[src/rtl/scrolling_pkg.sv]
// Shared types and constants for the scrolling display controller.
// Character format: bit4 = blank, bits[3:0] = hex digit.
package scrolling_pkg;

  localparam int CHAR_W = 5;
  localparam logic [CHAR_W-1:0] CHAR_BLANK = 5'h10;

  typedef enum logic [1:0] {
    MODE_LEFT   = 2'd0,
    MODE_RIGHT  = 2'd1,
    MODE_STATIC = 2'd2,
    MODE_BLINK  = 2'd3
  } scroll_mode_t;

  typedef enum logic [1:0] {
    ST_IDLE = 2'd0,
    ST_RUN  = 2'd1,
    ST_HIDE = 2'd2
  } scroll_state_t;

endpackage

[src/rtl/scrolling_tick_gen.sv]
// Step-period tick generator: counts 0..step_top and ticks on step_top.
// A held clear keeps the count at zero and suppresses the tick.
module scrolling_tick_gen #(
  parameter int CNT_W = 32
) (
  input  logic             clk,
  input  logic             rst,
  input  logic             clear,
  input  logic [CNT_W-1:0] step_top,
  output logic             tick
);

  logic [CNT_W-1:0] cnt_q;

  assign tick = !clear && (cnt_q == step_top);

  // Period counter, wraps to zero on the tick or on clear.
  always_ff @(posedge clk or negedge rst) begin
    if (!rst) begin
      cnt_q <= '0;
    end else if (clear || tick) begin
      cnt_q <= '0;
    end else begin
      cnt_q <= cnt_q + 1'b1;
    end
  end

endmodule

[src/rtl/scrolling_display_ctrl.sv]
// Scrolling display controller: character buffer, scroll window,
// blink control and registered digit outputs.
module scrolling_display_ctrl
  import scrolling_pkg::*;
#(
  parameter int N_DIGITS     = 8,
  parameter int BUFFER_DEPTH = 16,
  parameter int CNT_W        = 32
) (
  input  logic                               clk,
  input  logic                               rst,
  input  logic                               enable,
  input  logic [1:0]                         mode,
  input  logic [CNT_W-1:0]                   step_top,
  input  logic                               wr_en,
  input  logic [CHAR_W-1:0]                  wr_data,
  input  logic                               clr,
  output logic                               full,
  output logic                               empty,
  output logic [$clog2(BUFFER_DEPTH):0]      count,
  output logic                               overflow,
  output logic [N_DIGITS*CHAR_W-1:0]         digits,
  output logic                               step_pulse
);

  localparam int AW = $clog2(BUFFER_DEPTH);
  localparam int CW = AW + 1;
  localparam int LW = $clog2(BUFFER_DEPTH + N_DIGITS + 1);
  localparam int EW = LW + 1;
  localparam logic [EW-1:0] ND = EW'(N_DIGITS);

  scroll_state_t state_q, state_d;
  scroll_mode_t  mode_q, mode_w;

  logic [AW-1:0] head_q, head_d;
  logic [AW-1:0] tail_q, tail_d;
  logic [CW-1:0] count_q, count_d;
  logic [EW-1:0] ptr_q, ptr_d;
  logic [EW-1:0] len_q, len_d, idx;
  logic          vis_q, vis_d;
  logic          ovf_q, ovf_d;
  logic          pulse_q, pulse_d;
  logic [CHAR_W-1:0] ch;
  logic [N_DIGITS*CHAR_W-1:0] dig_q, dig_d;
  logic [CHAR_W-1:0] mem_q [BUFFER_DEPTH];

  logic tick, tclr, mchg, wr_acc;
  logic is_full, is_empty;

  assign mode_w   = scroll_mode_t'(mode);
  assign mchg     = (mode_w != mode_q);
  assign is_full  = (count_q == CW'(BUFFER_DEPTH));
  assign is_empty = (count_q == '0);
  assign wr_acc   = wr_en && !is_full && !clr;
  assign tclr     = (state_q == ST_IDLE) || clr || mchg;
  assign len_q    = EW'(count_q) + ND;

  scrolling_tick_gen #(
    .CNT_W(CNT_W)
  ) u_tick (
    .clk     (clk),
    .rst     (rst),
    .clear   (tclr),
    .step_top(step_top),
    .tick    (tick)
  );

  // Next-state for buffer, window pointer, FSM and the digit image.
  always_comb begin
    state_d = state_q;
    head_d  = head_q;
    tail_d  = tail_q;
    count_d = count_q;
    ptr_d   = ptr_q;
    vis_d   = vis_q;
    ovf_d   = ovf_q;
    pulse_d = 1'b0;
    idx     = '0;
    ch      = CHAR_BLANK;

    if (clr) begin
      head_d  = '0;
      tail_d  = '0;
      count_d = '0;
      ovf_d   = 1'b0;
    end else if (wr_en) begin
      if (is_full) begin
        ovf_d = 1'b1;
      end else begin
        tail_d  = tail_q + 1'b1;
        count_d = count_q + 1'b1;
      end
    end

    unique case (state_q)
      ST_IDLE: begin
        ptr_d = '0;
        vis_d = 1'b1;
        if (enable && !is_empty && !clr) begin
          state_d = ST_RUN;
        end
      end
      default: begin
        if (!enable || clr || is_empty) begin
          state_d = ST_IDLE;
          ptr_d   = '0;
          vis_d   = 1'b1;
        end else if (mchg) begin
          state_d = ST_RUN;
          ptr_d   = '0;
          vis_d   = 1'b1;
        end else if (tick) begin
          unique case (mode_w)
            MODE_LEFT: begin
              ptr_d = (ptr_q + 1'b1 == len_q) ? '0 : ptr_q + 1'b1;
            end
            MODE_RIGHT: begin
              ptr_d = (ptr_q == '0) ? len_q - 1'b1 : ptr_q - 1'b1;
            end
            MODE_BLINK: begin
              vis_d   = !vis_q;
              state_d = vis_q ? ST_HIDE : ST_RUN;
            end
            default: ;
          endcase
          pulse_d = (mode_w != MODE_STATIC);
        end
      end
    endcase

    len_d = EW'(count_d) + ND;
    dig_d = {N_DIGITS{CHAR_BLANK}};
    if (state_d == ST_RUN) begin
      for (int i = 0; i < N_DIGITS; i++) begin
        idx = ptr_d + EW'(i);
        if (idx >= len_d) idx = idx - len_d;
        if (idx < EW'(count_d)) begin
          if (wr_acc && idx == EW'(count_q)) ch = wr_data;
          else ch = mem_q[AW'(EW'(head_q) + idx)];
          dig_d[(N_DIGITS-1-i)*CHAR_W +: CHAR_W] = ch;
        end
      end
    end
  end

  // Character storage, contents need no reset.
  always_ff @(posedge clk) begin
    if (wr_acc) mem_q[tail_q] <= wr_data;
  end

  // Control state and registered outputs.
  always_ff @(posedge clk or negedge rst) begin
    if (!rst) begin
      state_q <= ST_IDLE;
      mode_q  <= MODE_LEFT;
      head_q  <= '0;
      tail_q  <= '0;
      count_q <= '0;
      ptr_q   <= '0;
      vis_q   <= 1'b1;
      ovf_q   <= 1'b0;
      pulse_q <= 1'b0;
      dig_q   <= {N_DIGITS{CHAR_BLANK}};
    end else begin
      state_q <= state_d;
      mode_q  <= mode_w;
      head_q  <= head_d;
      tail_q  <= tail_d;
      count_q <= count_d;
      ptr_q   <= ptr_d;
      vis_q   <= vis_d;
      ovf_q   <= ovf_d;
      pulse_q <= pulse_d;
      dig_q   <= dig_d;
    end
  end

  assign full       = is_full;
  assign empty      = is_empty;
  assign count      = count_q;
  assign overflow   = ovf_q;
  assign digits     = dig_q;
  assign step_pulse = pulse_q;

endmodule

[config.mk]
export PLATFORM = sky130hd
export DESIGN_NAME = scrolling_display_ctrl
export DESIGN_NICKNAME = d
export VERILOG_FILES = /design/src/rtl/scrolling_pkg.sv /design/src/rtl/scrolling_tick_gen.sv /design/src/rtl/scrolling_display_ctrl.sv
export SDC_FILE = /design/constraint.sdc
export NUM_CORES = 1
export LEC_CHECK = 0
export ABC_AREA = 1
export ABC_CLOCK_PERIOD_IN_PS = 5500
export BUFFER_PORTS_ARGS = -buffer_cell sky130_fd_sc_hd__clkbuf_2
export CAP_MARGIN = 20
export CORE_ASPECT_RATIO = 1.5
export CORE_MARGIN = 4
export CORE_UTILIZATION = 40
export DETAILED_ROUTE_END_ITERATION = 10
export PLACE_DENSITY = 0.57
export SYNTH_ARGS = -nofsm -noshare
export SYNTH_HDL_FRONTEND = slang
export SYNTH_SLANG_ARGS = --single-unit
[constraint.sdc]
create_clock -name clk -period 5.5 [get_ports clk]
set_clock_uncertainty 0.2 [all_clocks]
set_input_delay 0 -clock clk [delete_from_list [all_inputs] [get_ports clk]]
set_output_delay 0 -clock clk [all_outputs]
set_load 0.1 [all_outputs]
==> flow_metrics.py <==
metrics = {
    "route": {
        "wirelength_um": 95200,
        "dr_total_vias": 23600,
        "routed_via_density": 5.76,
        "wl_per_cell_um": 23.2,
        "first_pass_iters": 6,
        "drt.antenna.violating_nets": 0,
        "drt_iter0_markers": 2216,
        "post-route-drc-count": 0,
    },
    "die": {
        "placement_rows": 99,
        "io-pin-count": 93,
        "die-width_um": 189,
        "dieHeight_um": 279,
        "core_region_area_um2": 48600,
        "die-area_um2": 52700,
        "start_util_pct": 40.4,
    },
    "power": {
        "powerDensity_nw_per_um2": 124,
        "clkPwrFrac_pct": 41.6,
        "internal_power_uw": 2070,
        "static-leakage-power_uw": 0.0113,
        "irDropWorstVdd_mv": 0.271,
        "switching_share_pct": 30.1,
        "seqPwrFrac_pct": 46.9,
        "power_frac_comb_pct": 11.4,
        "netSwitchingPower_uw": 892,
    },
    "synthesis": {
        "post-synth-top-area-cell": "sky130_fd_sc_hd__nand3_1",
        "synthDistinctLibCells": 49,
        "postSynthAreaPerCell_um2": 6.16,
        "ys.warnings.count": 0,
        "net_count_after_synthesis": 3324,
        "synthesis.area_um2": 19600,
        "synth_enable_flop_cells": 80,
        "synth_seq_area_share_pct": 24.3,
        "postSynthCellCount": 3185,
        "yosys_register_bits": 174,
        "post-synth-top-area-fraction_pct": 22.0,
        "fraction_of_registers_with_async_set_or_reset_after_synthesis_pct": 54.0,
        "synth.top_cells.by_area": "sky130_fd_sc_hd__nand3_1, sky130_fd_sc_hd__nand2_1, sky130_fd_sc_hd__edfxtp_1, sky130_fd_sc_hd__dfrtp_1, sky130_fd_sc_hd__ha_1",
        "synth_top_flop_cell": "sky130_fd_sc_hd__dfrtp_1",
    },
    "setup_path": {
        "slowest_cell_on_crit_path": "sky130_fd_sc_hd__dfrtp_1",
        "timing.critical_path.arrival_ns": 5.55,
        "startpoint_type": "flop",
        "critical_path.n_buffers_inverters": 5,
        "critical_path.most_common_cell": "sky130_fd_sc_hd__nand2_1",
        "criticalPathCategory": "flop to flop",
        "critical_path.top_delay_family": "simple AND/OR/NAND/NOR gates",
        "worst_path_max_fanout": 9,
        "worst-endpoint-required_ns": 5.70,
        "worstSetupEndpointType": "flop",
        "largest_stage_delay_on_the_critical_path_ns": 0.41,
    },
    "place": {
        "numPortBuffers": 92,
        "place_congestion": 0.973,
        "placed_cell_area_um2": 22600,
        "dpl.hpwl_um": 73200,
        "dp_slack_ns": -0.151,
    },
    "finish": {
        "antenna_cells": 0,
        "design_area_um2": 24000,
        "fillerInstances": 5129,
        "layout-drive-gt1-share_pct": 19.4,
        "synthToLayoutAreaGrowth_pct": 22.2,
        "most-common-layout-cells": "sky130_fd_sc_hd__nand2_1, sky130_fd_sc_hd__nand3_1, sky130_fd_sc_hd__buf_4, sky130_fd_sc_hd__inv_1, sky130_fd_sc_hd__nor2_1",
        "final-seq-area_um2": 4770,
        "finish.net_count": 3573,
        "layout_commonest_cell": "sky130_fd_sc_hd__nand2_1",
        "multiInputGateArea_um2": 13100,
    },
    "clocking": {
        "clock_pin_transition_on_the_worst_setup_and_hold_timing_paths_ns": 0.08,
        "cts_htree_levels": 4,
        "ctsRootBufferMaster": "sky130_fd_sc_hd__clkbuf_16",
        "clockBufferDepth": 2,
        "cts.sinks": 174,
        "cts_made_buffers": 17,
        "clock_tree_from_tritoncts": "built",
        "clock_latency_ns": 0.48,
    },
    "sta": {
        "whs_ns": 0.0494,
        "period_needed_ns": 5.35,
        "worst_pin_slew_ns": 0.958,
        "max_slew_vio_count": 0,
        "setup_ws_ns": 0.152,
        "final.period_utilization_pct": 97.2,
        "hold_viol": 0,
        "fmax_mhz": 187,
        "setup_viol": 0,
        "timing.slew.headroom_pct": 36.2,
    },
    "flow_run": {
        "drv_cap": 0,
    },
    "grt": {
        "grt_use_total_pct": 34.7,
        "grt_max_degree": 69,
        "grt_pass1_wl_um": 138000,
        "global_route.overflow_total": 0,
        "antenna_found_initial": 0,
        "first_global_vias": 22100,
    },
    "min_path": {
        "hold_class": "primary input to flop",
    },
    "status": {
        "result_of_the_run": "finished, final reports clean",
    },
}
## flip-flops by register name, summed over array words and instances, names as in the netlist
register      cells
mem_q            80
digits           40
u_tick.cnt_q     32
ptr_q             6
step_pulse        1
tail_q            4
state_q           2
count             5
vis_q             1
mode_q            2
overflow          1
## final timing paths
kind	to	cells after the start	slack, ns	startpoint
min reg2reg	overflow	1	0.30	overflow
max reg2reg	digits[22]	31	0.15	u_tick.cnt_q[28]
min in group asynchronous	vis_q	3	0.47	rst
max	digits[22]	31	0.15	u_tick.cnt_q[28]
max in group asynchronous	count[0]	4	3.61	rst
min	digits[24]	3	0.05	wr_data[4]
## through the flow
| step | instances | setup TNS [ns] | utilization (%) | power [µW] |
|---|---|---|---|---|
| after floorplan | 3185 | 0 | - | 1580 |
| after global placement | 4038 | -0.236 | 46.6 | 1730 |
| after detailed placement | 4038 | -0.842 | 46.6 | 1740 |
| after CTS | 4085 | 0 | 48.1 | 2970 |
| after global routing | 4103 | -0.997 | 49.4 | 3060 |
| final | 4103 | 0 | 49.4 | 2960 |
## layer usage
layer | wire [µm] | up-vias | GRT usage (%)
li1 | - | 11000 | -
met1 | 32600 | 10900 | 36.5
met2 | 46700 | 1264 | 61.5
met3 | 5790 | 453 | 3.71
met4 | 10100 | 0 | 29.8
met5 | 0 | - | 0
## synthesized netlist by cell type, types with 2 or more instances
master	n
sky130_fd_sc_hd__a21oi_1	68
sky130_fd_sc_hd__a21oi_2	9
sky130_fd_sc_hd__a221oi_1	7
sky130_fd_sc_hd__and2_1	9
sky130_fd_sc_hd__buf_1	6
sky130_fd_sc_hd__buf_2	90
sky130_fd_sc_hd__buf_4	22
sky130_fd_sc_hd__buf_6	7
sky130_fd_sc_hd__clkbuf_1	70
sky130_fd_sc_hd__clkinv_1	6
sky130_fd_sc_hd__dfrtp_1	85
sky130_fd_sc_hd__dfstp_2	9
sky130_fd_sc_hd__edfxtp_1	80
sky130_fd_sc_hd__fa_1	4
sky130_fd_sc_hd__ha_1	91
sky130_fd_sc_hd__inv_1	290
sky130_fd_sc_hd__inv_2	26
sky130_fd_sc_hd__nand2_1	932
sky130_fd_sc_hd__nand2_2	22
sky130_fd_sc_hd__nand2_4	10
sky130_fd_sc_hd__nand3_1	861
sky130_fd_sc_hd__nand3_2	18
sky130_fd_sc_hd__nand3_4	5
sky130_fd_sc_hd__nand3b_1	6
sky130_fd_sc_hd__nand4_1	26
sky130_fd_sc_hd__nor2_1	184
sky130_fd_sc_hd__nor2_2	10
sky130_fd_sc_hd__nor2_4	6
sky130_fd_sc_hd__nor3_1	24
sky130_fd_sc_hd__nor4_1	5
sky130_fd_sc_hd__o211ai_1	50
sky130_fd_sc_hd__o21a_1	3
sky130_fd_sc_hd__o21ai_0	65
sky130_fd_sc_hd__o21ai_1	5
sky130_fd_sc_hd__o21ai_2	3
sky130_fd_sc_hd__o21ai_4	2
sky130_fd_sc_hd__o21bai_1	3
sky130_fd_sc_hd__o22ai_1	2
sky130_fd_sc_hd__or2_2	16
sky130_fd_sc_hd__xnor2_1	14
sky130_fd_sc_hd__xor2_1	26
## worst reg2reg max path, delay by kind of cell (launching register included)
kind / cells / cell delay, ns
AO/OA/AOI/OAI: 1 / 0.31
buffers and inverters: 5 / 0.66
AND/OR/NAND/NOR: 21 / 2.82
XOR/XNOR: 2 / 0.40
flip-flops: 1 / 0.41
adder cells (fa/ha/maj): 2 / 0.49
## cell type report
class / instances / share of cell area [%]
clock buffer: 17 / 1.77
clock inverter: 15 / 0.579
inverter: 322 / 5.13
multi-input combinational: 2494 / 54.7
sequential: 174 / 19.9
tap: 656 / 3.42
timing repair buffer: 425 / 14.5
## timing repair
item,CTS,global route
gates resized for setup,7,110
cloned,0,3
setup buffers,2,15
hold endpoints to repair,129,0
hold buffers,13,0
pin swaps,3,27
endpoints found under the setup margin,19,40
## logic make-up after synthesis
family,Yosys count,share of synthesized area [%]
AO/OA/AOI/OAI,221,6.94
flip-flops,174,24.3
XOR/XNOR,40,1.79
buffers and inverters,518,11.3
adder cells (fa/ha/maj),95,6.21
AND/OR/NAND/NOR,2137,49.5
## power groups by stage
stage	registers, µW	clock network (µW)	logic, µW
floorplan	1420	0	158
global placement	1420	0	317
detailed placement	1420	0	319
CTS	1390	1250	331
global route	1390	1300	366
finish	1390	1230	338
(Power assumes the default switching activity.)
